## src/rtl/timer_ctrl_if.sv

```systemverilog
// ============================================================================
// Module   : timer_ctrl_if
// Brief    : Peripheral load/store bus bundle between the CPU and timer_ctrl.
// Revision : 1.0
// ============================================================================
`default_nettype none

interface timer_ctrl_if;
  logic        mem_read;
  logic        mem_write;
  logic [31:0] addr;
  logic [31:0] wdata;
  logic [31:0] rdata;
  logic        irq;

  modport master (
    output mem_read, mem_write, addr, wdata,
    input  rdata, irq
  );

  modport slave (
    input  mem_read, mem_write, addr, wdata,
    output rdata, irq
  );
endinterface

`default_nettype wire

```

## src/rtl/timer_ctrl.sv

```systemverilog
// ============================================================================
// Module   : timer_ctrl
// Brief    : Memory-mapped 32-bit up-counting timer with prescaler and IRQ.
// Revision : 1.0
// ============================================================================
`default_nettype none

module timer_ctrl #(
  parameter logic [31:0] ADDR_TH   = 32'h4000_0000,
  parameter logic [31:0] ADDR_TL   = 32'h4000_0004,
  parameter logic [31:0] ADDR_TCON = 32'h4000_0008,
  parameter logic [31:0] ADDR_PSC  = 32'h4000_000C,
  parameter int          PSC_W     = 16
) (
  input  logic         clk,
  input  logic         reset,
  timer_ctrl_if.slave  bus
);

  typedef enum logic [0:0] {
    S_IDLE = 1'b0,
    S_RUN  = 1'b1
  } state_t;

  state_t             state_q, state_d;
  logic [31:0]        th_q, th_d;
  logic [31:0]        tl_q, tl_d;
  logic [PSC_W-1:0]   psc_q, psc_d;
  logic [PSC_W-1:0]   pc_q, pc_d;
  logic               ie_q, ie_d;
  logic               st_q, st_d;
  logic               os_q, os_d;

  logic wr_th, wr_tl, wr_tcon, wr_psc;
  logic tick, ovf;

  assign wr_th   = bus.mem_write && (bus.addr == ADDR_TH);
  assign wr_tl   = bus.mem_write && (bus.addr == ADDR_TL);
  assign wr_tcon = bus.mem_write && (bus.addr == ADDR_TCON);
  assign wr_psc  = bus.mem_write && (bus.addr == ADDR_PSC);

  assign tick = (state_q == S_RUN) && (pc_q == psc_q);
  // A TL write on a tick edge takes priority and suppresses overflow.
  assign ovf  = tick && !wr_tl && (tl_q == 32'hFFFF_FFFF);

  always_comb begin
    th_d    = th_q;
    tl_d    = tl_q;
    psc_d   = psc_q;
    ie_d    = ie_q;
    st_d    = st_q;
    os_d    = os_q;
    state_d = state_q;

    if (wr_th) th_d = bus.wdata;

    if (wr_tl)     tl_d = bus.wdata;
    else if (ovf)  tl_d = th_q;
    else if (tick) tl_d = tl_q + 32'd1;

    if (wr_psc) psc_d = bus.wdata[PSC_W-1:0];

    if (wr_tcon) begin
      state_d = bus.wdata[0] ? S_RUN : S_IDLE;
      ie_d    = bus.wdata[1];
      os_d    = bus.wdata[3];
      if (bus.wdata[2]) st_d = 1'b0;
    end

    // Overflow set beats a simultaneous W1C so no event is lost.
    if (ovf) begin
      st_d = 1'b1;
      if (os_q) state_d = S_IDLE;
    end

    if ((state_q == S_IDLE) || (state_d == S_IDLE) || wr_psc || tick)
      pc_d = '0;
    else
      pc_d = pc_q + 1'b1;
  end

  always_ff @(posedge clk or posedge reset) begin
    if (reset) begin
      state_q <= S_IDLE;
      th_q    <= '0;
      tl_q    <= '0;
      psc_q   <= '0;
      pc_q    <= '0;
      ie_q    <= 1'b0;
      st_q    <= 1'b0;
      os_q    <= 1'b0;
    end else begin
      state_q <= state_d;
      th_q    <= th_d;
      tl_q    <= tl_d;
      psc_q   <= psc_d;
      pc_q    <= pc_d;
      ie_q    <= ie_d;
      st_q    <= st_d;
      os_q    <= os_d;
    end
  end

  always_comb begin
    bus.rdata = '0;
    if (bus.mem_read) begin
      if (bus.addr == ADDR_TH)        bus.rdata = th_q;
      else if (bus.addr == ADDR_TL)   bus.rdata = tl_q;
      else if (bus.addr == ADDR_TCON) bus.rdata = {28'd0, os_q, st_q, ie_q, (state_q == S_RUN)};
      else if (bus.addr == ADDR_PSC)  bus.rdata = {{(32-PSC_W){1'b0}}, psc_q};
    end
  end

  assign bus.irq = st_q & ie_q;

endmodule

`default_nettype wire

```

## src/flat_wrapper.sv

```systemverilog
// flat-port wrapper written by rule: the top's interface ports become plain ports
module timer_ctrl_flat 
#(
  parameter logic [31:0] ADDR_TH   = 32'h4000_0000,
  parameter logic [31:0] ADDR_TL   = 32'h4000_0004,
  parameter logic [31:0] ADDR_TCON = 32'h4000_0008,
  parameter logic [31:0] ADDR_PSC  = 32'h4000_000C,
  parameter int          PSC_W     = 16
)
  (clk, reset, bus_mem_read, bus_mem_write, bus_addr, bus_wdata, bus_rdata, bus_irq);
  timer_ctrl_if bus_i ();
  input  logic clk;
  input  logic reset;
  input wire logic [$bits(bus_i.mem_read)-1:0] bus_mem_read;
  input wire logic [$bits(bus_i.mem_write)-1:0] bus_mem_write;
  input wire logic [$bits(bus_i.addr)-1:0] bus_addr;
  input wire logic [$bits(bus_i.wdata)-1:0] bus_wdata;
  output wire logic [$bits(bus_i.rdata)-1:0] bus_rdata;
  output wire logic [$bits(bus_i.irq)-1:0] bus_irq;
  assign bus_i.mem_read = bus_mem_read;
  assign bus_i.mem_write = bus_mem_write;
  assign bus_i.addr = bus_addr;
  assign bus_i.wdata = bus_wdata;
  assign bus_rdata = bus_i.rdata;
  assign bus_irq = bus_i.irq;
  timer_ctrl #(.ADDR_TH(ADDR_TH), .ADDR_TL(ADDR_TL), .ADDR_TCON(ADDR_TCON), .ADDR_PSC(ADDR_PSC), .PSC_W(PSC_W)) u_core (.clk(clk), .reset(reset), .bus(bus_i));
endmodule
```

## config.mk

```make
export PLATFORM = sky130hd
export DESIGN_NAME = timer_ctrl_flat
export DESIGN_NICKNAME = d
export VERILOG_FILES = /design/src/rtl/timer_ctrl_if.sv /design/src/rtl/timer_ctrl.sv /design/src/flat_wrapper.sv
export SDC_FILE = /design/constraint.sdc
export NUM_CORES = 1
export LEC_CHECK = 0
export BUFFER_PORTS_ARGS = -buffer_cell sky130_fd_sc_hd__buf_2
export CORE_ASPECT_RATIO = 0.5
export CORE_MARGIN = 2
export CORE_UTILIZATION = 45
export CTS_CLUSTER_SIZE = 25
export DETAILED_ROUTE_END_ITERATION = 12
export GPL_ROUTABILITY_DRIVEN = 0
export PLACE_DENSITY_LB_ADDON = 0.08
export SLEW_MARGIN = 20
export SYNTH_ARGS = -nofsm -noshare
export SYNTH_HDL_FRONTEND = slang
export SYNTH_SLANG_ARGS = --single-unit
```

## constraint.sdc

```tcl
create_clock -name clk -period 7.2 [get_ports clk]
set_clock_uncertainty 0.15 [all_clocks]
set_input_delay 1.08 -clock clk [delete_from_list [all_inputs] [get_ports clk]]
set_output_delay 1.08 -clock clk [all_outputs]
set_load 0.02 [all_outputs]
```

==> results of run 1 <==
cell usage after synthesis (2+ instances only):
| library cell | count |
|---|---|
| sky130_fd_sc_hd__mux2i_1 | 12 |
| sky130_fd_sc_hd__nor4_1 | 19 |
| sky130_fd_sc_hd__ha_1 | 2 |
| sky130_fd_sc_hd__and2_1 | 6 |
| sky130_fd_sc_hd__buf_6 | 2 |
| sky130_fd_sc_hd__inv_1 | 9 |
| sky130_fd_sc_hd__buf_2 | 10 |
| sky130_fd_sc_hd__xnor2_1 | 29 |
| sky130_fd_sc_hd__a31oi_1 | 9 |
| sky130_fd_sc_hd__nand4_1 | 19 |
| sky130_fd_sc_hd__a2bb2oi_1 | 5 |
| sky130_fd_sc_hd__dfrtp_1 | 100 |
| sky130_fd_sc_hd__nor2_1 | 59 |
| sky130_fd_sc_hd__o211ai_1 | 9 |
| sky130_fd_sc_hd__a2111oi_0 | 8 |
| sky130_fd_sc_hd__and4_1 | 5 |
| sky130_fd_sc_hd__a21oi_1 | 9 |
| sky130_fd_sc_hd__nor4_2 | 2 |
| sky130_fd_sc_hd__a22oi_1 | 29 |
| sky130_fd_sc_hd__nor3_1 | 16 |
| sky130_fd_sc_hd__nand2_1 | 61 |
| sky130_fd_sc_hd__clkbuf_1 | 28 |
| sky130_fd_sc_hd__nand2b_1 | 2 |
| sky130_fd_sc_hd__and3_1 | 7 |
| sky130_fd_sc_hd__nor2b_1 | 28 |
| sky130_fd_sc_hd__a311oi_1 | 3 |
| sky130_fd_sc_hd__or2_2 | 2 |
| sky130_fd_sc_hd__o21ai_0 | 15 |
| sky130_fd_sc_hd__or3_1 | 2 |
| sky130_fd_sc_hd__a41o_1 | 2 |
| sky130_fd_sc_hd__or4_1 | 3 |
| sky130_fd_sc_hd__a211oi_1 | 4 |
| sky130_fd_sc_hd__mux2_2 | 60 |
| sky130_fd_sc_hd__o31ai_1 | 8 |
| sky130_fd_sc_hd__a41oi_1 | 2 |
| sky130_fd_sc_hd__nand3_1 | 21 |
| sky130_fd_sc_hd__xor2_1 | 16 |
metal layers:
| layer | up-vias | track usage, % |
|---|---|---|
| met5 | - | 0 |
| met4 | 0 | 4.66 |
| li1 | 2480 | - |
| met3 | 12 | 5.17 |
| met1 | 2594 | 37.1 |
| met2 | 136 | 37.9 |
flip-flops by register name (all words and copies together), names as in the netlist:
signal,count
u_core.state_q,1
u_core.psc_q,16
u_core.pc_q,16
u_core.tl_q,32
u_core.th_q,32
u_core.ie_q,1
u_core.os_q,1
u_core.st_q,1
power by group through the flow:
stage / logic (W) / clock network [W] / registers [W]
floorplan: 0.0000220 / 0 / 0.000572
detailed placement: 0.0000534 / 0 / 0.000572
finish: 0.0000527 / 0.000480 / 0.000561
CTS: 0.0000537 / 0.000490 / 0.000561
global route: 0.0000585 / 0.000509 / 0.000561
global placement: 0.0000532 / 0 / 0.000572
kinds of logic (layout without fill, tap and decap cells):
group           count (synthesis)  count (layout)  synth area share [%]
mux                            73              73                  13.5
compound gates                110             110                  13.0
fa+ha+maj                       2               2                 0.416
flops                         100             100                  41.6
simple gates                  255             255                  21.4
buf+inv                        49             135                  3.52
xor+xnor                       45              45                  6.55
final cells by class:
cell class / count / area share (%)
multi-input cells: 485 / 48.0
flip-flops and latches: 100 / 36.0
repair buffers: 110 / 8.38
clock buffers: 9 / 3.24
well taps: 170 / 3.06
clock inverters: 7 / 0.863
inverters: 9 / 0.521
worst max-delay path by stage:
stage / depth (start not counted) / slack [ns] / to / startpoint
final: 8 / 2.11 / bus_rdata[5] / bus_addr[28]
after global routing: 8 / 1.82 / bus_rdata[5] / bus_addr[5]
after detailed placement: 8 / 2.13 / bus_rdata[5] / bus_addr[28]
after floorplan: 7 / 2.82 / bus_rdata[21] / bus_addr[28]
after CTS: 8 / 2.11 / bus_rdata[5] / bus_addr[28]
after global placement: 8 / 2.18 / bus_rdata[6] / bus_addr[28]
worst register-to-register path, delay by kind of cell, from the launching register on:
kind          cells  cell delay [ns]
simple gates      5             2.32
flops             1             0.45
xor+xnor          1             0.17
stage by stage:
stage          hold WS (ns)  instance area, um2  cells  utilization [%]  setup WS [ns]
6_report              0.333                6960    890             54.2           2.11
5_1_grt               0.362                6960    890             54.2           1.82
4_1_cts               0.332                6960    890             54.2           2.11
3_5_place_dp          0.320                6670    874             52.0           2.13
3_3_place_gp          0.310                6660    873             51.8           2.18
2_1_floorplan         0.285                6010    634                -           2.82
==> metrics.log, run 1 <==
INFO  metric placed_wire_length_estimate_after_detailed_placement = 12200 um
INFO  metric power = 0.00109 W
INFO  metric crit_required = 5.97 ns
INFO  metric vdd_ir_drop_max = 95.6 uV
INFO  metric met2RoutedLength = 7580 um
INFO  metric synth.yosys.seq_area_share = 41.6%
INFO  metric async_flop_share = 100%
INFO  metric result_of_the_run = complete, but fails checks
INFO  metric highest-signal-layer = met4
INFO  metric rows = 29
INFO  metric post_synth_instance_area = 6010 um2
INFO  metric clock_tree.htree_level_count = 3
INFO  metric postCtsSetupBuffers = 0
INFO  metric worstPathArrival = between 3 and 4 ns
INFO  metric detail_route.first_pass.iterations = 9
INFO  metric first_global_vias = 5090
INFO  metric cts.clk_slew.worst_paths = 0.07 ns
INFO  metric crit_top_cell = sky130_fd_sc_hd__buf_2
INFO  metric wl_per_cell = 19.5 um
INFO  metric clock-sinks = 100
INFO  metric violations = DRC
INFO  metric first_pass_grt_wire_length = 27900 um
INFO  metric multi_input_comb_area = 3340 um2
INFO  metric seq_power_share = between 50 and 60%
INFO  metric grt_overflow = 0
INFO  metric cts_root_buf = sky130_fd_sc_hd__clkbuf_16
INFO  metric power_density = roughly 160 nW/um2
INFO  metric finalHoldViolCount = 0
INFO  metric synth_ff_type = sky130_fd_sc_hd__dfrtp_1
INFO  metric synth_enable_flop_cells = 0
INFO  metric antenna_cells_inserted = 0
INFO  metric synth.distinct_cells = 48
INFO  metric die-height = approximately 86 um
INFO  metric post_cts_resize_count = 0
INFO  metric yosys.area.top_type_share = 41.6%
INFO  metric rr_endpoint = u_core.pc_q[3]
INFO  metric worstPathMaxFanout = 16
INFO  metric grt_start_max_net_pins = 59
INFO  metric detail_route.vias_per_cell = 5.87
INFO  metric finalWorstPathRequiredPeriod = 5.09 ns
INFO  metric area_delta_synth_final = 15.7%
INFO  metric max_freq = 0.197 GHz
INFO  metric hold-path-cell-count = 1
INFO  metric worst_r2r_startpoint = u_core.pc_q[11]
INFO  metric drtIter0Drc = ~410
INFO  metric register_area = 2500 um2
INFO  metric clock_latency = roughly 0.35 ns
INFO  metric p_leak = 3.08 nW
INFO  metric cts-root-to-sink-buffers = 2
INFO  metric power_switching_share = 24.8%
INFO  metric layout_cells_sized_above_1 = 27.4%
INFO  metric nNetsFinal = roughly 790
INFO  metric met1_wl = 8810 um
INFO  metric crit_path_start_kind = input port
INFO  metric io_buffers = 100
INFO  metric synth.avg_cell_area = between 9 and 10 um2
INFO  metric detail_route.drc_violations = 3
INFO  metric yosys_warnings = 0
INFO  metric worst_path_largest_cell_delay = between 1 and 1.5 ns
INFO  metric worst_slew_pin_tran = 1.00 ns
INFO  metric reg2reg_slack = 3.97 ns
INFO  metric floorplan.io_pins = 101
INFO  metric ys_ff_latch = 100
INFO  metric cap_violations = 0
INFO  metric tritoncts = yes
INFO  metric setup_violations = 0
INFO  metric holdCritStartpoint = u_core.os_q
INFO  metric hold_class = reg -> reg
INFO  metric yosys-top-cells-area = sky130_fd_sc_hd__dfrtp_1, sky130_fd_sc_hd__mux2_2, sky130_fd_sc_hd__xnor2_1
INFO  metric worst_setup_path_end_kind = primary output
INFO  metric critPathSlowestCell = sky130_fd_sc_hd__nor4_4
INFO  metric grt_antenna_before_repair = 0
INFO  metric synthesis.nets = 704
INFO  metric design.core.area = 12800 um2
INFO  metric tritoncts.num_buffers = 9
INFO  metric met3_routed_wirelength = 872 um
INFO  metric route.antenna.remaining_nets = 0
INFO  metric power.share.combinational = 4.8%
INFO  metric hold_path_end = u_core.state_q
INFO  metric finalSetupTns = 0 ns
INFO  metric timing.setup.critical_path_class = in -> out
INFO  metric postCtsHoldBufs = 0
INFO  metric gate_count_of_the_mapped_netlist = about 630
INFO  metric max-slew-margin-rel = 32.8%
INFO  metric slew_viol_final = 0
INFO  metric dr_total_vias = ~5200
INFO  metric die-area = 14400 um2
INFO  metric p_int = between 0.0008 and 0.0009 W
INFO  metric pwr-share-clk = between 40% and 50%
INFO  metric drt_wl_total = about 17000 um
INFO  metric final_cell_mix = sky130_fd_sc_hd__buf_2, sky130_fd_sc_hd__dfrtp_1, sky130_fd_sc_hd__nand2_1
INFO  metric initial_utilization = 46.8%
INFO  metric worst_path_dominant_cell_family = simple AND/OR/NAND/NOR gates
INFO  metric fin_crit_sh = 70.7%
INFO  metric grt_util_all_layers = 24.9%
INFO  metric fillCellCount = 1228
INFO  metric worstPathCellList = buf_2, nor4b_1, nand4_1, nor4_4, buf_4, a22oi_1, nor2b_1, buf_2
INFO  metric die_width = 167 um
INFO  metric worstPathBufferInverterCount = 3
INFO  metric total_switching_power = 0.000272 W
INFO  metric r2r.worst_path.cells = 6
INFO  metric setup_repair_after_global_routing_missed_its_margin = no
INFO  metric yosys.area.top_type = sky130_fd_sc_hd__dfrtp_1
Power figures use the tool's default switching activity.
==> run 2, diff against run 1 <==
==> constraint.sdc (replaced) <==
create_clock -name clk -period 4.5 [get_ports clk]
set_clock_uncertainty 0.15 [all_clocks]
set_input_delay 0.675 -clock clk [delete_from_list [all_inputs] [get_ports clk]]
set_output_delay 0.675 -clock clk [all_outputs]
set_load 0.02 [all_outputs]
==> metrics.log, run 2 (same netlist as run 1, synthesis figures left out) <==
INFO  metric result_of_the_run = complete, but fails checks
INFO  metric violations = DRC
INFO  metric grt_util_all_layers = 25.3%
INFO  metric crit_required = 3.67 ns
INFO  metric crit_path_start_kind = input port
INFO  metric cts-root-to-sink-buffers = 2
INFO  metric power_density = 253 nW/um2
INFO  metric first_pass_grt_wire_length = 28400 um
INFO  metric biggestRegsByFlops = u_core.th_q (32), u_core.tl_q (32)
INFO  metric grt_antenna_before_repair = 0
INFO  metric worst_r2r_startpoint = u_core.tl_q[22]
INFO  metric drtIter0Drc = 376
INFO  metric die_width = about 170 um
INFO  metric max-slew-margin-rel = ~40%
INFO  metric die-area = 14400 um2
INFO  metric io_buffers = 100
INFO  metric final_cell_mix = sky130_fd_sc_hd__buf_2, sky130_fd_sc_hd__dfrtp_1, sky130_fd_sc_hd__nand2_1
INFO  metric floorplan.io_pins = slightly above 100
INFO  metric nNetsFinal = 791
INFO  metric slew_viol_final = 0
INFO  metric initial_utilization = 46.8%
INFO  metric non_filler_instance_count_after_layout = 896
INFO  metric grt_overflow = 0
INFO  metric rows = 29
INFO  metric wl_per_cell = roughly 20 um
INFO  metric worst_setup_path_end_kind = primary output
INFO  metric cts_root_buf = sky130_fd_sc_hd__clkbuf_16
INFO  metric tritoncts.num_buffers = 9
INFO  metric route.antenna.remaining_nets = 0
INFO  metric cap_violations = 0
INFO  metric design.core.area = 12800 um2
INFO  metric first_global_vias = around 5200
INFO  metric worstPathArrival = 2.78 ns
INFO  metric postCtsHoldBufs = 0
INFO  metric clock-sinks = 100
INFO  metric drt_wl_total = 17500 um
INFO  metric post_cts_resize_count = 0
INFO  metric dr_total_vias = 5277
INFO  metric hold_class = in -> async
INFO  metric reg2reg_slack = 1.54 ns
INFO  metric area_delta_synth_final = 16.4%
INFO  metric clock_tree.htree_level_count = 3
INFO  metric grt_start_max_net_pins = 84
INFO  metric finalSetupTns = 0 ns
INFO  metric detail_route.drc_violations = 3
INFO  metric setup_repair_after_global_routing_missed_its_margin = no
INFO  metric tritoncts = yes
INFO  metric setup_violations = 0
INFO  metric max_freq = 0.278 GHz
INFO  metric fillCellCount = 1190
INFO  metric postCtsSetupBuffers = 0
INFO  metric fin_worst_hold_slack = around 0.30 ns
INFO  metric die-height = about 86 um
INFO  metric layout_cells_sized_above_1 = between 20% and 30%
INFO  metric vdd_ir_drop_max = 192 uV
INFO  metric finalWorstPathRequiredPeriod = 3.60 ns
INFO  metric register_area = 2500 um2
INFO  metric cts.clk_slew.worst_paths = 0.08 ns
INFO  metric fin_crit_sh = 80.0%
INFO  metric numPlacedInstances = 880
INFO  metric timing.setup.critical_path_class = in -> out
INFO  metric p_leak = 3.09 nW
INFO  metric finalHoldViolCount = 0
INFO  metric rr_endpoint = u_core.tl_q[1]
INFO  metric r2r.worst_path.cells = 6
INFO  metric clock_latency = ~0.36 ns
INFO  metric detail_route.first_pass.iterations = 10
INFO  metric worst_slew_pin_tran = roughly 0.89 ns
INFO  metric worstPathMaxFanout = 13
INFO  metric detail_route.vias_per_cell = 5.89
INFO  metric multi_input_comb_area = roughly 3300 um2
INFO  metric power = 0.00177 W
INFO  metric antenna_cells_inserted = 0
INFO  metric placed_wire_length_estimate_after_detailed_placement = 12100 um
run 2: layout make-up:
| class | count | area share [%] |
|---|---|---|
| multi-input cells | 485 | 47.6 |
| flip-flops and latches | 100 | 35.7 |
| repair buffers | 116 | 8.87 |
| clock buffers | 10 | 3.41 |
| well taps | 170 | 3.04 |
| clock inverters | 6 | 0.769 |
| inverters | 9 | 0.554 |
run 2: critical path, cell delays in order:
cell                      delay, ns
sky130_fd_sc_hd__buf_2         0.10
sky130_fd_sc_hd__nor4_1        0.29
sky130_fd_sc_hd__nand4_1       0.52
sky130_fd_sc_hd__nor4_4        0.41
sky130_fd_sc_hd__buf_4         0.29
sky130_fd_sc_hd__a22oi_1       0.12
sky130_fd_sc_hd__nor2b_1       0.18
sky130_fd_sc_hd__buf_2         0.20
run 2: per-layer routing:
layer | vias up | part of all wire (%) | GRT usage, %
li1 | 2495 | - | -
met1 | 2612 | 50 | 38.0
met2 | 159 | 44 | 38.2
met3 | 11 | 6.0 | 4.71
met4 | 0 | 0.75 | 5.53
met5 | - | 0 | 0
run 2: where the power goes:
| part | total (W) | switching (W) | leakage [nW] | internal (W) |
|---|---|---|---|---|
| sequential | 0.000898 | 0.0000000000893 | 1.30 | 0.000898 |
| clock | 0.000789 | 0.000388 | 0.142 | 0.000401 |
| combinational | 0.0000846 | 0.0000513 | 1.65 | 0.0000333 |
| total | 0.00177 | 0.000440 | 3.09 | 0.00133 |
run 2: worst max-delay path by stage:
stage                             from            end  slack (ns)  cells past startpoint
after floorplan           bus_addr[28]  bus_rdata[21]        0.93                      7
after global placement    bus_addr[28]   bus_rdata[6]        0.98                      8
after detailed placement  bus_addr[27]  bus_rdata[18]        0.94                      8
after CTS                 bus_addr[27]   bus_rdata[5]        0.94                      8
after global routing       bus_addr[5]  bus_rdata[18]        0.67                      8
final                     bus_addr[27]   bus_rdata[5]        0.90                      8
run 2: metrics by stage:
step / worst slack, ns / util (%) / area (um2)
3_3_place_gp: 0.978 / 52.2 / 6710
6_report: 0.899 / 54.5 / 7000
4_1_cts: 0.936 / 54.5 / 7000
5_1_grt: 0.675 / 54.5 / 7000
2_1_floorplan: 0.935 / - / 6010
3_5_place_dp: 0.943 / 52.2 / 6710
